$ cat src/rtl/cache_ctrl.sv
// -----------------------------------------------------------------------------
// cache_ctrl
// Direct-mapped, write-through / no-write-allocate cache controller sitting
// between a CPU port and a one-word-per-transfer backing memory.
//
// Geometry: 4 lines x 4 words x 32 bits. Each line has a 2-bit tag and a
// valid bit. The word address splits as {tag[5:4], line[3:2], offset[1:0]}.
//
// Ports
//   clk        : single clock, all state updates on the rising edge
//   rst        : synchronous active-low reset
//   cpu_req    : request strobe, accepted only while the controller is idle
//   cpu_we     : 1 = write, 0 = read
//   cpu_addr   : word address
//   cpu_wdata  : write data
//   cpu_ack    : one-cycle completion pulse
//   cpu_hit    : request was served from the cache (only valid with cpu_ack)
//   cpu_rdata  : read data (left unchanged by writes)
//   busy       : controller is not idle
//   mem_req    : memory request, held until a cycle with mem_ack=1
//   mem_we     : memory write
//   mem_addr   : memory word address
//   mem_wdata  : memory write data
//   mem_ack    : memory completion for the current word (ignored if !mem_req)
//   mem_rdata  : memory read data, valid in the mem_ack cycle
// -----------------------------------------------------------------------------
module cache_ctrl (
   input  logic        clk,
   input  logic        rst,
   input  logic        cpu_req,
   input  logic        cpu_we,
   input  logic [5:0]  cpu_addr,
   input  logic [31:0] cpu_wdata,
   output logic        cpu_ack,
   output logic        cpu_hit,
   output logic [31:0] cpu_rdata,
   output logic        busy,
   output logic        mem_req,
   output logic        mem_we,
   output logic [5:0]  mem_addr,
   output logic [31:0] mem_wdata,
   input  logic        mem_ack,
   input  logic [31:0] mem_rdata
);

   typedef enum logic [1:0] {
      ST_IDLE   = 2'd0,
      ST_REFILL = 2'd1,
      ST_WTHRU  = 2'd2,
      ST_DONE   = 2'd3
   } state_t;

   // Controller state
   state_t      r_state;
   logic [3:0]  r_valid;
   logic [1:0]  r_cnt;
   logic [5:0]  r_addr;
   logic        r_we;
   logic        r_hit;

   // Registered outputs
   logic        r_cpu_ack;
   logic        r_cpu_hit;
   logic [31:0] r_cpu_rdata;
   logic        r_mem_req;
   logic        r_mem_we;
   logic [5:0]  r_mem_addr;
   logic [31:0] r_mem_wdata;

   // Storage: data and tags are not reset, only the valid bits are.
   logic [31:0] r_data [16];
   logic [3:0][1:0] w_tag;

   logic [1:0]  w_req_line;
   logic        w_req_hit;
   logic        w_mem_done;
   logic        w_fill_we;
   logic        w_wthru_we;
   logic        w_tag_we;

   assign w_req_line = cpu_addr[3:2];
   assign w_req_hit  = r_valid[w_req_line] && (w_tag[w_req_line] == cpu_addr[5:4]);

   // An ack only counts while a request is actually outstanding.
   assign w_mem_done = r_mem_req && mem_ack;

   // Array writes are suppressed during reset so an aborted transfer
   // cannot land a word in the cache.
   assign w_fill_we  = rst && (r_state == ST_REFILL) && w_mem_done;
   assign w_wthru_we = rst && (r_state == ST_WTHRU) && w_mem_done && r_hit;
   assign w_tag_we   = w_fill_we && (r_cnt == 2'd3);

   // ---------------------------------------------------------------------
   // Data array: refill words arrive in offset order 0..3; a write-through
   // only touches the array when the line was resident at acceptance.
   // ---------------------------------------------------------------------
   always_ff @(posedge clk) begin
      if (w_fill_we) begin
         r_data[{r_addr[3:2], r_cnt}] <= mem_rdata;
      end else if (w_wthru_we) begin
         r_data[r_addr[3:0]] <= r_mem_wdata;
      end
   end

   // ---------------------------------------------------------------------
   // Tag array, one register per line. The tag is written together with
   // the last refill word, at the same edge the valid bit is set.
   // ---------------------------------------------------------------------
   genvar gi;
   generate
      for (gi = 0; gi < 4; gi++) begin : g_tag
         logic [1:0] r_tag_line;
         always_ff @(posedge clk) begin
            if (w_tag_we && (r_addr[3:2] == 2'(gi))) begin
               r_tag_line <= r_addr[5:4];
            end
         end
         assign w_tag[gi] = r_tag_line;
      end
   endgenerate

   // ---------------------------------------------------------------------
   // Main FSM with registered outputs.
   // ---------------------------------------------------------------------
   always_ff @(posedge clk) begin
      if (!rst) begin
         r_state     <= ST_IDLE;
         r_valid     <= 4'b0000;
         r_cnt       <= 2'd0;
         r_addr      <= 6'd0;
         r_we        <= 1'b0;
         r_hit       <= 1'b0;
         r_cpu_ack   <= 1'b0;
         r_cpu_hit   <= 1'b0;
         r_cpu_rdata <= 32'd0;
         r_mem_req   <= 1'b0;
         r_mem_we    <= 1'b0;
         r_mem_addr  <= 6'd0;
         r_mem_wdata <= 32'd0;
      end else begin
         // cpu_ack / cpu_hit are pulses; they default low every cycle.
         r_cpu_ack <= 1'b0;
         r_cpu_hit <= 1'b0;

         case (r_state)
            ST_IDLE: begin
               if (cpu_req) begin
                  r_addr <= cpu_addr;
                  r_we   <= cpu_we;
                  r_hit  <= w_req_hit;
                  if (cpu_we) begin
                     // Write-through regardless of hit; no allocation.
                     r_state     <= ST_WTHRU;
                     r_mem_req   <= 1'b1;
                     r_mem_we    <= 1'b1;
                     r_mem_addr  <= cpu_addr;
                     r_mem_wdata <= cpu_wdata;
                  end else if (w_req_hit) begin
                     // Read hit completes from IDLE without a memory access.
                     r_cpu_ack   <= 1'b1;
                     r_cpu_hit   <= 1'b1;
                     r_cpu_rdata <= r_data[cpu_addr[3:0]];
                  end else begin
                     // Read miss: invalidate first so a partially refilled
                     // line can never look like a hit.
                     r_valid[w_req_line] <= 1'b0;
                     r_state    <= ST_REFILL;
                     r_cnt      <= 2'd0;
                     r_mem_req  <= 1'b1;
                     r_mem_we   <= 1'b0;
                     r_mem_addr <= {cpu_addr[5:2], 2'b00};
                  end
               end
            end

            ST_REFILL: begin
               if (w_mem_done) begin
                  r_cnt <= r_cnt + 2'd1;
                  if (r_cnt == 2'd3) begin
                     r_valid[r_addr[3:2]] <= 1'b1;
                     r_mem_req <= 1'b0;
                     r_state   <= ST_DONE;
                  end else begin
                     // Keep mem_req high and move straight to the next word.
                     r_mem_addr <= {r_addr[5:2], r_cnt + 2'd1};
                  end
               end
            end

            ST_WTHRU: begin
               if (w_mem_done) begin
                  r_mem_req <= 1'b0;
                  r_mem_we  <= 1'b0;
                  r_state   <= ST_DONE;
               end
            end

            ST_DONE: begin
               r_cpu_ack <= 1'b1;
               // Reads report a miss; writes report hit-at-acceptance.
               r_cpu_hit <= r_we & r_hit;
               if (!r_we) begin
                  r_cpu_rdata <= r_data[r_addr[3:0]];
               end
               r_state <= ST_IDLE;
            end

            default: begin
               r_state <= ST_IDLE;
            end
         endcase
      end
   end

   assign cpu_ack   = r_cpu_ack;
   assign cpu_hit   = r_cpu_hit;
   assign cpu_rdata = r_cpu_rdata;
   assign busy      = (r_state != ST_IDLE);
   assign mem_req   = r_mem_req;
   assign mem_we    = r_mem_we;
   assign mem_addr  = r_mem_addr;
   assign mem_wdata = r_mem_wdata;

endmodule

$ cat config.mk
export PLATFORM = sky130hd
export DESIGN_NAME = cache_ctrl
export DESIGN_NICKNAME = d
export VERILOG_FILES = /design/src/rtl/cache_ctrl.sv
export SDC_FILE = /design/constraint.sdc
export NUM_CORES = 1
export LEC_CHECK = 0
export CAP_MARGIN = 20
export CORE_MARGIN = 3
export CORE_UTILIZATION = 30
export DETAILED_ROUTE_END_ITERATION = 10
export GPL_TIMING_DRIVEN = 1
export PLACE_DENSITY = 0.51
export RECOVER_POWER = 50
export SETUP_SLACK_MARGIN = 0.3
export SKIP_CTS_REPAIR_TIMING = 1
export SYNTH_ARGS = -nofsm -noshare
export SYNTH_HDL_FRONTEND = slang
export SYNTH_SLANG_ARGS = --single-unit
export TNS_END_PERCENT = 20
$ cat constraint.sdc
create_clock -name clk -period 3.68 [get_ports clk]
set_clock_uncertainty 0.1 [all_clocks]
set_input_delay 0.552 -clock clk [delete_from_list [all_inputs] [get_ports clk]]
set_output_delay 0.552 -clock clk [all_outputs]
set_load 0.1 [all_outputs]
==> metrics <==
outcome finished, final reports clean; synth top area cells edfxtp_1, mux4_2, dfxtp_1; via count approximately 17,000; startpoint types flip-flop; crit path DAT about 3.4 ns; met1 GRT Util 0.234; worst-path fanout max 14; Final Util 0.366; CTS clk-pin slew, worst paths around 0.060 ns; PD cells roughly 530 nW/um^2; drt initial violations between 1,500 and 2,000; Final Power about 0.018 W; Main synth FF type edfxtp_1; IO Count 150; Worst path max stage delay between 0.4 and 0.5 ns; area delta synth->final 20.7%; share of post-route cells with drive strength above 1 0.272; initial antenna violation count 4; Leak between 10 and 15 nW; Initial Utilization 0.303; post-synth cell types between 50 and 60; first drt pass iteration count 6; met3 Resource Use GR 0.0390; Die Wd around 310 microns; die span in y 311 microns; Syn Nets approximately 1,600; Final Cycle Share 0.884; CTS tree done; Hold Violations, Final 0; worst-margin pin slew ~1.3 ns; Syn Inst Count 1,549; GR Overflow Total 0; CP cell instances inv_1 -> ha_1 -> nand2_1 -> nor3_2 -> clkbuf_4 -> nor3b_1 -> a31oi_1 -> clkbuf_1 -> nor2_1 -> clkbuf_2; Residual DRC 0; Vias/cell 5.49; Setup crit end kind flip-flop; Final Max Slew Viols 0; global-route usage over all layers 0.178; post-route cell area 33,700 sq um; clock net sink count approximately 610; vias in the first global route around 17,000; leading area contributor after synthesis edfxtp_1; worst path bufs/invs 4; Stages on worst setup path 10; Ys Warns 0; core area 91,900 sq um; hold path cells 4; Seq/Total Area, Yosys 0.628; HPWL Detailed ~53 mm; CP max stage cell clkbuf_2; grt met2 use 0.296; first-pass GRT wire length 125 mm; CTS Buf Count between 60 and 70; final setup violation count 0; Async S/R FF share, synth 0; Worst VDD drop 0.334 mV; Slew headroom 0.140; WS Path Type reg -> reg; cell area after synthesis 27,900 sq um; mux share of post-synthesis cell area 0.246; top-area cell type share of the netlist area 0.560; RSZ-0062 raised after global routing no; die area between 90,000 and 100,000 sq um; HP Class in -> reg; grt peak-use layer met2; main combinational cell family by area after synthesis multiplexers; DP Area between 30,000 and 40,000 sq um; post-synthesis simple-gate area fraction 0.0330; Max Clk Rate between 0.3 and 0.4 GHz; Worst Path Required about 3.8 ns; FF-to-FF path depth 10; Max Cap Viol 0; Worst path top cell family by delay buffers and inverters; RePlAce Congestion 0.789; #FFs+latches synth around 610; syn_area_per_cell ~18 sq um; Longest Clk Path Bufs 3; nets 1,815; wire per inst roughly 29 microns; Core Rows 111; total negative slack 0 ns; drt total wl between 80 and 90 mm; Compound-Gate Fraction of Synth Area 0.0666; XOR/XNOR Fraction of Synth Area 0.00162; # port buffers about 150; adder-cell area share of the yosys netlist 0.00314; H-tree levels 3; largest net degree at the start of global routing between 60 and 70; Post-synth EDFFs 520; Antenna Nets Post-Route 0; latest clock arrival within the worst-skew pair 0.61 ns; min Tclk post-route 3.25 ns; CTS Root Cell clkbuf_16
## power breakdown
| group | internal [W] | switching (W) |
|---|---|---|
| clock | 0.00395 | 0.00286 |
| combinational | 0.00114 | 0.00199 |
| sequential | 0.00765 | 0.000167 |
| total | 0.0127 | 0.00501 |
## metal layers
metal	vias to the layer above	wire (microns)
li1	6943	-
met1	8857	36300
met2	699	42500
met3	136	6030
met4	0	2450
met5	-	0
## path summary, 6_finish.rpt
path | start | end | slack (ns)
setup / recovery | r_state[0] | r_data[10][11] | 0.43
hold / removal | cpu_addr[2] | r_valid[1] | 0.29
setup reg to reg | r_state[0] | r_data[10][11] | 0.43
hold reg to reg | r_valid[1] | r_valid[1] | 0.37
## per-stage QoR
step	instances	hold WS (ns)	worst slack, ns
2_1_floorplan	1549	0.344	0.100
3_3_place_gp	2896	0.360	-0.0399
3_5_place_dp	2897	0.364	-0.0695
4_1_cts	3020	0.240	0.404
5_1_grt	3029	0.312	0.214
6_report	3030	0.288	0.428
## cells by family (layout without fill, tap and decap cells)
| logic type | after synthesis | after routing |
|---|---|---|
| buf+inv | 138 | 375 |
| xor+xnor | 3 | 3 |
| simple gates | 207 | 207 |
| flops | 614 | 614 |
| fa+ha+maj | 7 | 7 |
| other cells | 0 | 1 |
| compound gates | 221 | 221 |
| mux | 359 | 359 |
## layout by cell type (no fill, tap or decap), types with 24 or more instances in the layout
master | Yosys | layout
a21boi_0 | 42 | 42
a21o_1 | 33 | 33
a221o_1 | 32 | 32
a221oi_1 | 32 | 32
a222oi_1 | 32 | 32
buf_12 | 0 | 28
buf_4 | 11 | 45
clkbuf_1 | 78 | 29
clkbuf_16 | 0 | 69
clkdlybuf4s50_1 | 0 | 85
dfxtp_1 | 94 | 90
dlygate4sd3_1 | 0 | 55
edfxtp_1 | 520 | 520
mux2_1 | 0 | 24
mux2i_1 | 69 | 69
mux4_2 | 257 | 257
nand2_1 | 104 | 104
nor3_1 | 36 | 35
## worst register-to-register path, stage by stage, from the launching register on
cell and delay, ns:
dfxtp_1 0.35, inv_1 0.12, ha_1 0.34, nand2_1 0.11
nor3_2 0.34, clkbuf_4 0.24, nor3b_1 0.05, a31oi_1 0.29
clkbuf_1 0.30, nor2_1 0.18, clkbuf_2 0.43
## layout make-up
cell class / instances / area [sq um]
clock buffer: 91 / 1870
antenna: 1 / 2.50
clock inverter: 32 / 330
sequential: 614 / 17500
inverter: 11 / 41.3
timing repair buffer: 241 / 2470
tap: 1243 / 1560
multi-input combinational: 797 / 9870
fill: 8591 / 58300
## sequential cells by signal, summed over array words and instances (netlist names), 2 cells and up, named ones only
register and cells:
r_cnt 2, mem_addr 6, r_state 2, cpu_rdata 32, r_valid 4, g_tag.r_tag_line 8, r_data 512, r_addr 6
mem_wdata 32
## synthesized netlist by cell type, drive strengths merged, types with 2 or more instances
cell type  count
buf           49
o21ai          6
and2           6
nor3b          3
a31oi          7
nor2b          4
a21boi        42
nand3b         2
a222oi        32
edfxtp       520
nand2        104
xnor2          3
nand4          3
o31ai          2
mux2i         69
dfxtp         94
o221a          6
o22a           4
mux4         257
o211ai         2
nor2          31
a21o          33
clkbuf        78
nor3          36
nand2b         7
a21oi         14
a221oi        32
inv           11
nand3          5
o22ai          2
mux2          33
ha             7
a221o         32
Note: power is estimated with default switching activity, not from simulation.
